[src/rtl/axis_byte_packer.sv]
// Packs a byte-wide AXI-stream into FIFO_WIDTH-byte words for the FIFO write side,
// carrying frame start (tuser) and end (tlast) markers plus a valid-byte count.
module axis_byte_packer #(
  parameter int          FIFO_WIDTH = 2,
  parameter logic [7:0]  PAD_BYTE   = 8'h00
) (
  input  logic                               aclk,
  input  logic                               rst,
  input  logic [7:0]                         s_data,
  input  logic                               s_valid,
  output logic                               s_ready,
  input  logic                               s_tuser,
  input  logic                               s_tlast,
  output logic [8*FIFO_WIDTH-1:0]            m_data,
  output logic                               m_valid,
  input  logic                               m_ready,
  output logic                               m_tuser,
  output logic                               m_tlast,
  output logic [$clog2(FIFO_WIDTH+1)-1:0]    m_bytes,
  output logic [7:0]                         sof_err_cnt
);

  localparam int IDX_W = $clog2(FIFO_WIDTH);
  localparam int BW    = $clog2(FIFO_WIDTH + 1);
  localparam int W     = 8 * FIFO_WIDTH;

  localparam logic [IDX_W-1:0] LAST_LANE = IDX_W'(FIFO_WIDTH - 1);

  localparam logic [0:0] ST_FILL = 1'b0;
  localparam logic [0:0] ST_OUT  = 1'b1;

  logic [0:0]       state_r;
  logic [0:0]       state_nxt_s;
  logic [IDX_W-1:0] idx_r;
  logic             sof_r;
  logic [W-1:0]     acc_r;
  logic [7:0]       err_cnt_r;
  logic [W-1:0]     m_data_r;
  logic             m_tuser_r;
  logic             m_tlast_r;
  logic [BW-1:0]    m_bytes_r;

  logic             accept_s;
  logic             restart_s;
  logic             close_s;
  logic [IDX_W-1:0] lane_s;
  logic [W-1:0]     word_s;
  logic             word_tuser_s;

  assign m_valid     = (state_r == ST_OUT);
  assign s_ready     = !rst & (!m_valid | m_ready);
  assign m_data      = m_data_r;
  assign m_tuser     = m_tuser_r;
  assign m_tlast     = m_tlast_r;
  assign m_bytes     = m_bytes_r;
  assign sof_err_cnt = err_cnt_r;

  // Handshake decode: a tuser byte mid-word restarts the word at lane 0.
  always_comb begin
    accept_s  = s_valid & s_ready;
    restart_s = accept_s & s_tuser & (idx_r != {IDX_W{1'b0}});
    if (restart_s) begin
      lane_s = {IDX_W{1'b0}};
    end else begin
      lane_s = idx_r;
    end
    close_s = accept_s & ((lane_s == LAST_LANE) | s_tlast);
    if (lane_s == {IDX_W{1'b0}}) begin
      word_tuser_s = s_tuser;
    end else begin
      word_tuser_s = sof_r;
    end
  end

  // Closing word: stored lanes below the incoming byte, padding above it.
  always_comb begin
    word_s = {W{1'b0}};
    for (int i = 0; i < FIFO_WIDTH; i++) begin
      if (i < int'(lane_s)) begin
        word_s[i*8 +: 8] = acc_r[i*8 +: 8];
      end else if (i == int'(lane_s)) begin
        word_s[i*8 +: 8] = s_data;
      end else begin
        word_s[i*8 +: 8] = PAD_BYTE;
      end
    end
  end

  // Output state: FILL while no word is held, OUT while m_valid is high.
  always_comb begin
    state_nxt_s = state_r;
    case (state_r)
      ST_FILL: begin
        if (close_s) begin
          state_nxt_s = ST_OUT;
        end else begin
          state_nxt_s = ST_FILL;
        end
      end
      ST_OUT: begin
        if (close_s) begin
          state_nxt_s = ST_OUT;
        end else if (m_ready) begin
          state_nxt_s = ST_FILL;
        end else begin
          state_nxt_s = ST_OUT;
        end
      end
      default: state_nxt_s = ST_FILL;
    endcase
  end

  // Accumulator, output register and error counter.
  always_ff @(posedge aclk) begin
    if (rst) begin
      state_r   <= ST_FILL;
      idx_r     <= {IDX_W{1'b0}};
      sof_r     <= 1'b0;
      acc_r     <= {W{1'b0}};
      err_cnt_r <= 8'h00;
      m_data_r  <= {W{1'b0}};
      m_tuser_r <= 1'b0;
      m_tlast_r <= 1'b0;
      m_bytes_r <= {BW{1'b0}};
    end else begin
      state_r <= state_nxt_s;
      if (accept_s) begin
        if (close_s) begin
          idx_r <= {IDX_W{1'b0}};
          sof_r <= 1'b0;
        end else begin
          acc_r[{lane_s, 3'b000} +: 8] <= s_data;
          idx_r                        <= lane_s + IDX_W'(1);
          sof_r                        <= word_tuser_s;
        end
      end
      if (restart_s && (err_cnt_r != 8'hFF)) begin
        err_cnt_r <= err_cnt_r + 8'h01;
      end
      // Word fields only change on a close, so they hold while stalled.
      if (close_s) begin
        m_data_r  <= word_s;
        m_tuser_r <= word_tuser_s;
        m_tlast_r <= s_tlast;
        m_bytes_r <= BW'(lane_s) + BW'(1);
      end
    end
  end

endmodule

[config.mk]
export PLATFORM = sky130hd
export DESIGN_NAME = axis_byte_packer
export DESIGN_NICKNAME = d
export VERILOG_FILES = /design/src/rtl/axis_byte_packer.sv
export SDC_FILE = /design/constraint.sdc
export NUM_CORES = 1
export LEC_CHECK = 0
export BUFFER_PORTS_ARGS = -buffer_cell sky130_fd_sc_hd__buf_2
export CORE_MARGIN = 1.5
export CORE_UTILIZATION = 45
export CTS_CLUSTER_DIAMETER = 80
export DETAILED_ROUTE_END_ITERATION = 10
export GPL_ROUTABILITY_DRIVEN = 0
export GPL_TIMING_DRIVEN = 0
export PLACE_DENSITY = 0.7
export SYNTH_ARGS = -nofsm -noshare
export SYNTH_HDL_FRONTEND = slang
export SYNTH_SLANG_ARGS = --single-unit
[constraint.sdc]
create_clock -name aclk -period 1.95 [get_ports aclk]
set_input_delay 0.2925 -clock aclk [delete_from_list [all_inputs] [get_ports aclk]]
set_output_delay 0.2925 -clock aclk [all_outputs]
set_load 0.05 [all_outputs]
==> flow_summary.yaml <==
logic_synthesis:
  synth_cell_type_count: 38
  synth_fp_nets: 185
  avgSynthCellArea_sq_um: 9.58
  ys_seq_area_frac: 0.479
  synth_seq_cells: 39
  yosysWarnings: 0
  synthTopCellsByArea: "dfxtp_1 (48%), mux2i_1 (9.8%), nor2_1 (5.1%), a21oi_1 (4.3%), o21ai_0 (3.7%)"
  yosysTopAreaCellShare: 0.479
  syn-cell-area_sq_um: 1630
  synth_cells: 170
  synth_top_area_cell: "dfxtp_1"
timing:
  fin_skew_ps: 10.2
  final_max_slew_viol_count: 0
  fin_setup_tns_ps: 0
  finalSetupViolCount: 0
  final_hold_viol_count: 0
  worstMarginPinSlew_ps: 595
  whs_ps: 203
  period_share: 0.942
  rsz0062_at_grt: "no"
  fmax_ghz: 0.544
  period_needed_ps: 1840
  slew_headroom: 0.603
detailed_routing:
  drtIter0Drc: 60
  routed_wl_mm: 3.78
  viasPerCell: 5.49
  vias: 1466
  wire_per_inst_um: 14.2
  post-route-drc-count: 0
  dr.pass1.iters: 4
  ant_nets: 0
clock_network:
  cts_tree: "yes"
  cts_htree_levels: 2
  cts.sinks: 39
  worst_skew_pair.late_latency_ps: 360
  clockRootBuffer: "clkbuf_4"
  cts_max_path_buffers: 2
  path_clk_slew_ps: 130
  holdBufCountCts: 0
  numCtsBuffers: 5
critical_path:
  r2r_end: "m_data[7]"
  worstSetupPathType: "flip-flop to flip-flop"
  critPathArrivalTime_ps: 2140
  end_kind: "flip-flop"
  crit-reg2reg-launch: "idx_r"
  worst_setup_path_start_kind: "flip-flop"
  reg2regPathDepth: 5
  crit_path_max_fanout: 10
  required_ps: 2250
  ff2ff_setup_slack_ps: 110
final_layout:
  fin_nets: 235
  num_antenna_cells: 0
  final_layout_size_suffix_gt1_frac: 0.281
  areaGrowthSynthToFinish_pct: 21.2
  post-route-util: 0.578
power:
  leakage_nw: 0.888
  ir_worst_vdd_uv: 510
  power_density_nw_per_um2: 760
  power.total_mw: 1.50
placed_design:
  dp_hpwl_mm: 2.70
  port_buffers: 43
global_routing:
  grt-ovfl-total: 0
  grt_pass1_wl_mm: 6.47
  grtUsageTotal: 0.208
  antenna_found_initial: 0
  grt_pass1_vias: 1446
  grt_max_degree: 15
hold_path:
  hold_class: "input port to flip-flop"
  holdPathStages: 3
  hp-start: "s_data[5]"
  whs_endpoint: "acc_r[5]"
die:
  dieArea_sq_um: 3990
  core_sq_um: 3420
  row_count: 21
  io-pin-count: 44
  start_util: 0.477
  die_h_um: 63.2
  die-width_um: 63.2
run_status:
  status: "completed"
job:
  cap_violations: 0
==> Yosys cell counts <==
library cell and n:
a21o_1 2, clkbuf_1 4, a211oi_4 1, mux2_2 1, a221oi_1 1, mux2i_1 16, o21a_1 2, nor2_1 22
and2b_1 1, a2111oi_0 1, or3b_4 1, nand4_1 3, a211o_1 1, nand2b_1 3, buf_4 1, o21ai_1 1
nand2_1 4, nand4_2 1, o41ai_1 1, a22oi_1 8, a21oi_1 14, buf_2 3, o31ai_4 1, o211ai_1 1
o21ai_0 12, o31ai_1 2, or3_1 3, o311ai_0 3, or4_1 2, inv_1 4, and2_1 1, nor4_1 1
nor2b_1 3, nand3_1 3, dfxtp_1 39, nor3_2 1, ha_1 1, nor3_1 1
==> cells by family (layout without fill, tap and decap cells) <==
group                    count (synthesis)  in the layout  synth area share
AO/OA/AOI/OAI                           51             51             0.215
AND/OR/NAND/NOR                         50             50             0.161
flip-flops                              39             39             0.479
multiplexers                            17             17             0.105
buffers and inverters                   12             63            0.0323
adder cells (fa/ha/maj)                  1              1           0.00768
==> timing repair <==
action,CTS,global route
endpoints found under the setup margin,1,9
gates cloned,0,0
buffers inserted,0,0
resized for setup,1,5
==> critical path, cell delays in order, from the launching register on <==
cell and delay [ps]:
dfxtp_1 470, or3b_4 460, a211oi_4 400, buf_4 250, o21ai_1 70, a21oi_1 120
==> per-layer routing <==
layer / vias up / part of all wire / track usage
met3: 5 / 0.041 / 0.0589
li1: 724 / - / -
met1: 706 / 0.44 / 0.242
met2: 31 / 0.51 / 0.363
met4: 0 / 0.014 / 0.0778
met5: - / 0 / 0
==> through the flow <==
stage,worst slack (ps),cells,area [sq um]
after CTS,37.2,267,1970
after global placement,85.3,259,1900
after floorplan,52.4,170,1630
after global routing,4.54,267,1970
after detailed placement,3.42,259,1900
final,112,267,1970
==> power by group <==
group	internal, mW	total [mW]	switching (mW)
sequential	0.822	0.837	0.0142
clock	0.144	0.446	0.301
combinational	0.0663	0.217	0.151
total	1.03	1.50	0.467
==> layout by cell type, fill, tap and decap left out, types with 2 or more instances in the layout <==
master / n
dfxtp_1: 39
a21oi_1: 14
a21o_1: 2
clkbuf_1: 3
buf_4: 2
or3_1: 3
o21a_1: 2
or4_1: 2
nand3_1: 3
o21ai_0: 12
nor2_1: 22
o311ai_0: 3
clkbuf_4: 5
inv_1: 4
nor2b_1: 3
nand2_1: 4
o31ai_1: 2
buf_2: 45
nand2b_1: 3
clkinvlp_4: 2
a22oi_1: 8
mux2i_1: 16
nand4_1: 3
==> worst max-delay path by stage <==
| stage | start | end | slack [ps] |
|---|---|---|---|
| 4_1_cts | m_valid | acc_r[7] | 40 |
| 5_1_grt | idx_r | m_data[7] | 5 |
| 6_report | idx_r | m_data[7] | 110 |
| 2_1_floorplan | m_valid | acc_r[0] | 50 |
| 3_5_place_dp | rst | acc_r[7] | 3 |
| 3_3_place_gp | rst | acc_r[0] | 90 |
==> area by class of cell <==
class | instances | area (sq um)
Tap cell | 46 | 57.6
Timing Repair Buffer | 43 | 215
Fill cell | 346 | 1440
Sequential cell | 39 | 781
Buffer | 8 | 41.3
Clock inverter | 3 | 23.8
Inverter | 4 | 15.0
Multi-Input combinational cell | 119 | 803
Clock buffer | 5 | 37.5
==> sequential cells by signal (all words and copies together) (netlist names) <==
signal	flops
idx_r	1
m_tuser	1
m_data	16
acc_r	8
m_bytes	2
m_valid	1
sof_err_cnt	8
sof_r	1
m_tlast	1
Power figures use the tool's default switching activity.
